File: src/rtl/secuenciador_alu.sv
// secuenciador_alu: shares one combinational ALU between two requesters.
// Round-robin arbitration picks a command in IDLE and latches it onto the
// ALU inputs. EXEC captures the ALU result, flags and accumulator. RESP
// holds the response until the consumer takes it.
//
// state | meaning
// ------+------------------------------------------------------------
// IDLE  | waiting for a requester; grant and ready are decided here
// EXEC  | alu_* stable; result/flags/acc are captured at the edge
// RESP  | rsp_valid high; rsp_* held until rsp_ready
module secuenciador_alu #(
  parameter int N = 8
) (
  input  logic         clk,
  input  logic         rst,
  input  logic         req0_valid,
  output logic         req0_ready,
  input  logic [3:0]   req0_op,
  input  logic [N-1:0] req0_a,
  input  logic [N-1:0] req0_b,
  input  logic         req0_use_acc,
  input  logic         req1_valid,
  output logic         req1_ready,
  input  logic [3:0]   req1_op,
  input  logic [N-1:0] req1_a,
  input  logic [N-1:0] req1_b,
  input  logic         req1_use_acc,
  output logic [N-1:0] alu_a,
  output logic [N-1:0] alu_b,
  output logic [3:0]   alu_control,
  input  logic [N-1:0] alu_result,
  input  logic         alu_n,
  input  logic         alu_z,
  input  logic         alu_v,
  input  logic         alu_c,
  output logic         rsp_valid,
  input  logic         rsp_ready,
  output logic         rsp_id,
  output logic [N-1:0] rsp_result,
  output logic [3:0]   rsp_flags,
  output logic         rsp_err,
  output logic [N-1:0] acc
);

  typedef enum logic [1:0] {
    IDLE = 2'd0,
    EXEC = 2'd1,
    RESP = 2'd2
  } state_t;

  state_t state, state_nxt;

  logic         last_grant;
  logic         grant_id;
  logic         accept;
  logic         illegal_q;
  logic [3:0]   sel_op;
  logic [N-1:0] sel_a;
  logic [N-1:0] sel_b;
  logic         sel_use_acc;
  logic         sel_illegal;

  // Arbitration: a lone requester wins; on a tie the one not served last wins.
  always_comb begin
    grant_id = 1'b0;
    if (req0_valid && req1_valid) begin
      grant_id = ~last_grant;
    end else if (req1_valid) begin
      grant_id = 1'b1;
    end
  end

  assign req0_ready = (state == IDLE) && req0_valid && !grant_id;
  assign req1_ready = (state == IDLE) && req1_valid &&  grant_id;
  assign accept     = req0_ready || req1_ready;

  // Mux the granted requester's command fields.
  always_comb begin
    sel_op      = req0_op;
    sel_a       = req0_a;
    sel_b       = req0_b;
    sel_use_acc = req0_use_acc;
    if (grant_id) begin
      sel_op      = req1_op;
      sel_a       = req1_a;
      sel_b       = req1_b;
      sel_use_acc = req1_use_acc;
    end
  end

  // Codes 1110 and 1111 are not ALU operations.
  assign sel_illegal = (sel_op[3:1] == 3'b111);

  // State register.
  always_ff @(posedge clk) begin
    if (rst) begin
      state <= IDLE;
    end else begin
      state <= state_nxt;
    end
  end

  // Next-state logic.
  always_comb begin
    state_nxt = state;
    case (state)
      IDLE:    if (accept) state_nxt = EXEC;
      EXEC:    state_nxt = RESP;
      RESP:    if (rsp_ready) state_nxt = IDLE;
      default: state_nxt = IDLE;
    endcase
  end

  assign rsp_valid = (state == RESP);

  // Command latch on handshake; alu_* hold their value between commands.
  always_ff @(posedge clk) begin
    if (rst) begin
      alu_a       <= '0;
      alu_b       <= '0;
      alu_control <= '0;
      illegal_q   <= 1'b0;
      rsp_id      <= 1'b0;
      last_grant  <= 1'b1;
    end else if (accept) begin
      alu_a       <= sel_use_acc ? acc : sel_a;
      alu_b       <= sel_b;
      alu_control <= sel_illegal ? 4'b0000 : sel_op;
      illegal_q   <= sel_illegal;
      rsp_id      <= grant_id;
      last_grant  <= grant_id;
    end
  end

  // Response and accumulator capture; an illegal op leaves acc untouched.
  always_ff @(posedge clk) begin
    if (rst) begin
      rsp_result <= '0;
      rsp_flags  <= '0;
      rsp_err    <= 1'b0;
      acc        <= '0;
    end else if (state == EXEC) begin
      if (illegal_q) begin
        rsp_result <= '0;
        rsp_flags  <= '0;
        rsp_err    <= 1'b1;
      end else begin
        rsp_result <= alu_result;
        rsp_flags  <= {alu_n, alu_z, alu_v, alu_c};
        rsp_err    <= 1'b0;
        acc        <= alu_result;
      end
    end
  end

endmodule
File: config.mk
export PLATFORM = sky130hd
export DESIGN_NAME = secuenciador_alu
export DESIGN_NICKNAME = d
export VERILOG_FILES = /design/src/rtl/secuenciador_alu.sv
export SDC_FILE = /design/constraint.sdc
export NUM_CORES = 1
export LEC_CHECK = 0
export ABC_AREA = 1
export CAP_MARGIN = 30
export CORE_MARGIN = 5
export CORE_UTILIZATION = 30
export CTS_CLUSTER_SIZE = 10
export DETAILED_ROUTE_END_ITERATION = 6
export PLACE_DENSITY_LB_ADDON = 0.15
export SETUP_SLACK_MARGIN = 0.05
export SYNTH_ARGS = -nofsm -noshare
export SYNTH_HDL_FRONTEND = slang
export SYNTH_SLANG_ARGS = --single-unit
File: constraint.sdc
create_clock -name clk -period 1.6 [get_ports clk]
set_input_delay 0.16 -clock clk [delete_from_list [all_inputs] [get_ports clk]]
set_output_delay 0.16 -clock clk [all_outputs]
set_load 0.01 [all_outputs]
==> impl_metrics.tcl, run 1 <==
set metrics [dict create \
    max_stage_delay_ns 0.57 \
    cts_tree "built" \
    hp-start "alu_n" \
    p_seq_frac 0.440 \
    power_frac_comb 0.276 \
    critPathLaunchType "flip-flop" \
    final_core_util 0.517 \
    worst-endpoint-arrival_ns 1.27 \
    p_sw_frac 0.276 \
    drt_iter0_drc 67 \
    grt_max_degree 22 \
    hold_depth 3 \
    die_width_um 91.2 \
    path_cells "clkdlybuf4s50_1" \
    ys_warn_count 0 \
    antenna_found_initial 0 \
    via_per_inst 4.49 \
    fmax_ghz 0.701 \
    routed_wirelength_um 6250 \
    numCtsBuffers 5 \
    grt.overflow.total 0 \
    core_area_mm2 0.00639 \
    yosysSeqAreaShare 0.466 \
    placed_cells 463 \
    htreeDepth 2 \
    end_kind "primary output" \
    clockPowerShare 0.284 \
    nNetsFinal 452 \
    antenna_cells 0 \
    relSlewSlack 0.719 \
    cts_root_buffer "clkbuf_8" \
    postCtsHoldBufs 0 \
    n_fill_cell 640 \
    hpwlAfterDp_um 4780 \
    p_leak_nw 1.49 \
    ios 104 \
    intPower_mw 2.16 \
    cts_setup_buffers 0 \
    cap_violations 0 \
    clk_latency_ns 0.29 \
    place.gp.congestion 0.798 \
    clock-sinks 46 \
    io_buffer_count 103 \
    powerDensity_mw_per_mm2 904 \
    rows 29 \
    yosysUniqueCellTypes 19 \
    synth_seq_cells 46 \
    drc 0 \
    setup_viol 0 \
    groute.usage.overall 0.152 \
    synth.cell_area_mm2 0.00198 \
    status "completed" \
    cpMaxStageDelayCell "clkdlybuf4s50_1" \
    ir_worst_vdd_mv 0.538 \
    multi_input_area_um2 962 \
    grt_pass1_wl_um 10500 \
    tns_ns 0 \
    synth_nets 336 \
    ant_nets 0 \
    grt_pass1_vias 2156 \
    cp_top_family "buffers and inverters" \
    dr.pass1.iters 5 \
    r2r_end "alu_control[1]" \
    fin_crit_sh 0.891 \
    vias 2114 \
    cts_buffer_depth 2 \
    regToRegSetupSlack_ns 0.22 \
    final-max-slew-violation-count 0 \
    netSwitchingPower_mw 0.826 \
    min_path_type "in2reg" \
    area_growth_pct 67.2 \
    r2r_start "last_grant" \
    regArea_um2 921 \
    die-area_mm2 0.00831 \
    cts.clk_slew.worst_paths_ns 0.08 \
    start_util 0.310 \
    finalPower_mw 2.99 \
    hold_violations 0 \
    layout-drive-gt1-share 0.0914 \
    timing.critical_path.buf_inv 1 \
    design_area_mm2 0.00330 \
    critPathMaxFanout 3 \
    finalClockSkew_ns 0.00675 \
    synth_cells 277 \
    min_to "rsp_flags[3]" \
    reg2regPathDepth 8 \
    wl_per_cell_um 13.3 \
    instances_no_fill 471 \
    synth.avg_cell_area_um2 7.14 \
    min_period_ns 1.43 \
    worstSetupPathType "reg2out" \
    rsz0062_at_grt "no" \
    place_area_mm2 0.00319 \
    worstMarginPinSlew_ns 0.421 \
    dieHeight_um 91.2 \
    worst-endpoint-required_ns 1.44 \
]
[worst register-to-register path: stages (launching register included)]
cell,delay (ns)
dfxtp_1,0.35
nand2_2,0.09
nand2_2,0.10
buf_4,0.20
nand2_1,0.08
nand2_1,0.09
nand3_1,0.16
nand2_1,0.12
a21oi_1,0.08
[cell usage after synthesis, drive strengths merged]
cell type / number / area (um^2)
buf: 7 / 50.1
inv: 9 / 33.8
nand3: 26 / 130
or2: 1 / 6.26
a21oi: 24 / 120
o211a: 8 / 80.1
nand2: 128 / 504
clkbuf: 6 / 22.5
nor2: 9 / 43.8
o21ai: 13 / 65.1
dfxtp: 46 / 921
[flip-flops by register name, indices dropped and copies added, names as in the netlist]
signal / flops
rsp_id: 1
acc: 8
alu_b: 8
alu_a: 8
alu_control: 4
illegal_q: 1
rsp_err: 1
rsp_result: 8
state: 2
rsp_flags: 4
last_grant: 1
[through the flow]
stage / setup WS, ns / hold WS, ns
finish: 0.174 / 0.417
CTS: 0.127 / 0.401
floorplan: 0.451 / 0.255
global route: 0.0634 / 0.420
global placement: -0.0586 / 0.436
detailed placement: -0.106 / 0.439
[power groups by stage]
stage | registers (mW) | logic, mW | clock network, mW
global placement | 1.34 | 0.829 | 0
CTS | 1.32 | 0.838 | 0.889
finish | 1.32 | 0.824 | 0.849
floorplan | 1.37 | 0.315 | 0
global route | 1.33 | 0.909 | 0.939
detailed placement | 1.34 | 0.835 | 0
[how the worst max path moves through the flow]
| stage | start | end | slack, ns | cells after the start |
|---|---|---|---|---|
| after floorplan | last_grant | alu_a[0] | 0.45 | 8 |
| after global placement | req0_valid | alu_control[1] | -0.06 | 9 |
| after detailed placement | req0_valid | alu_control[1] | -0.11 | 9 |
| after CTS | state[0] | req0_ready | 0.13 | 4 |
| after global routing | state[0] | req0_ready | 0.06 | 4 |
| final | acc[7] | acc[7] | 0.17 | 1 |
[metal layers]
layer	global-route usage	vias up	wire, um
met1	0.196	924	2930
met3	0.0529	4	431
li1	-	1124	-
met5	0	-	0
met2	0.240	62	2810
met4	0.0440	0	68
[cell usage in the layout, fill, tap and decap left out, types with 5 or more instances in the layout]
cell and count:
nand3_1 25, a21oi_1 24, nor2_1 6, buf_4 18, inv_1 8, o21ai_0 12, clkdlybuf4s50_1 100, nand2_1 124
clkbuf_8 5, o211a_1 8, dfxtp_1 46
[repair_timing]
action,4_1_cts,5_1_grt
pin swaps,1,1
resized for setup,6,0
endpoints found under the setup margin,3,1
[cells by family (layout without fill, tap and decap cells)]
kind of cell,count (synthesis),count (layout),share of synthesized area
simple gates,164,164,0.346
flops,46,46,0.466
compound gates,45,45,0.134
buf+inv,22,139,0.0538
[layout make-up]
type,count,share of cell area
clock buffer,5,0.0208
clock inverter,3,0.0121
inverter,9,0.0102
multi-input combinational,209,0.291
sequential,46,0.279
tap,77,0.0292
timing repair buffer,122,0.358
Note: power is estimated with default switching activity, not from simulation.
==> run 2: changes to the inputs <==
--- a/config.mk
+++ b/config.mk
@@ -6,9 +6,10 @@
 export NUM_CORES = 1
 export LEC_CHECK = 0
 export ABC_AREA = 1
-export CAP_MARGIN = 30
+export CAP_MARGIN = 20
 export CORE_MARGIN = 5
 export CORE_UTILIZATION = 30
+export CTS_CLUSTER_DIAMETER = 200
 export CTS_CLUSTER_SIZE = 10
 export DETAILED_ROUTE_END_ITERATION = 6
 export PLACE_DENSITY_LB_ADDON = 0.15
==> results of run 2 <==
No change in the layout: final DEF, timing and power equal those of run 1.
==> run 3: changes to the inputs <==
--- a/config.mk
+++ b/config.mk
@@ -10,7 +10,7 @@
 export CORE_MARGIN = 5
 export CORE_UTILIZATION = 30
 export CTS_CLUSTER_DIAMETER = 200
-export CTS_CLUSTER_SIZE = 10
+export CTS_CLUSTER_SIZE = 14
 export DETAILED_ROUTE_END_ITERATION = 6
 export PLACE_DENSITY_LB_ADDON = 0.15
 export SETUP_SLACK_MARGIN = 0.05
==> results of run 3 <==
No change in the layout: final DEF, timing and power equal those of run 1.
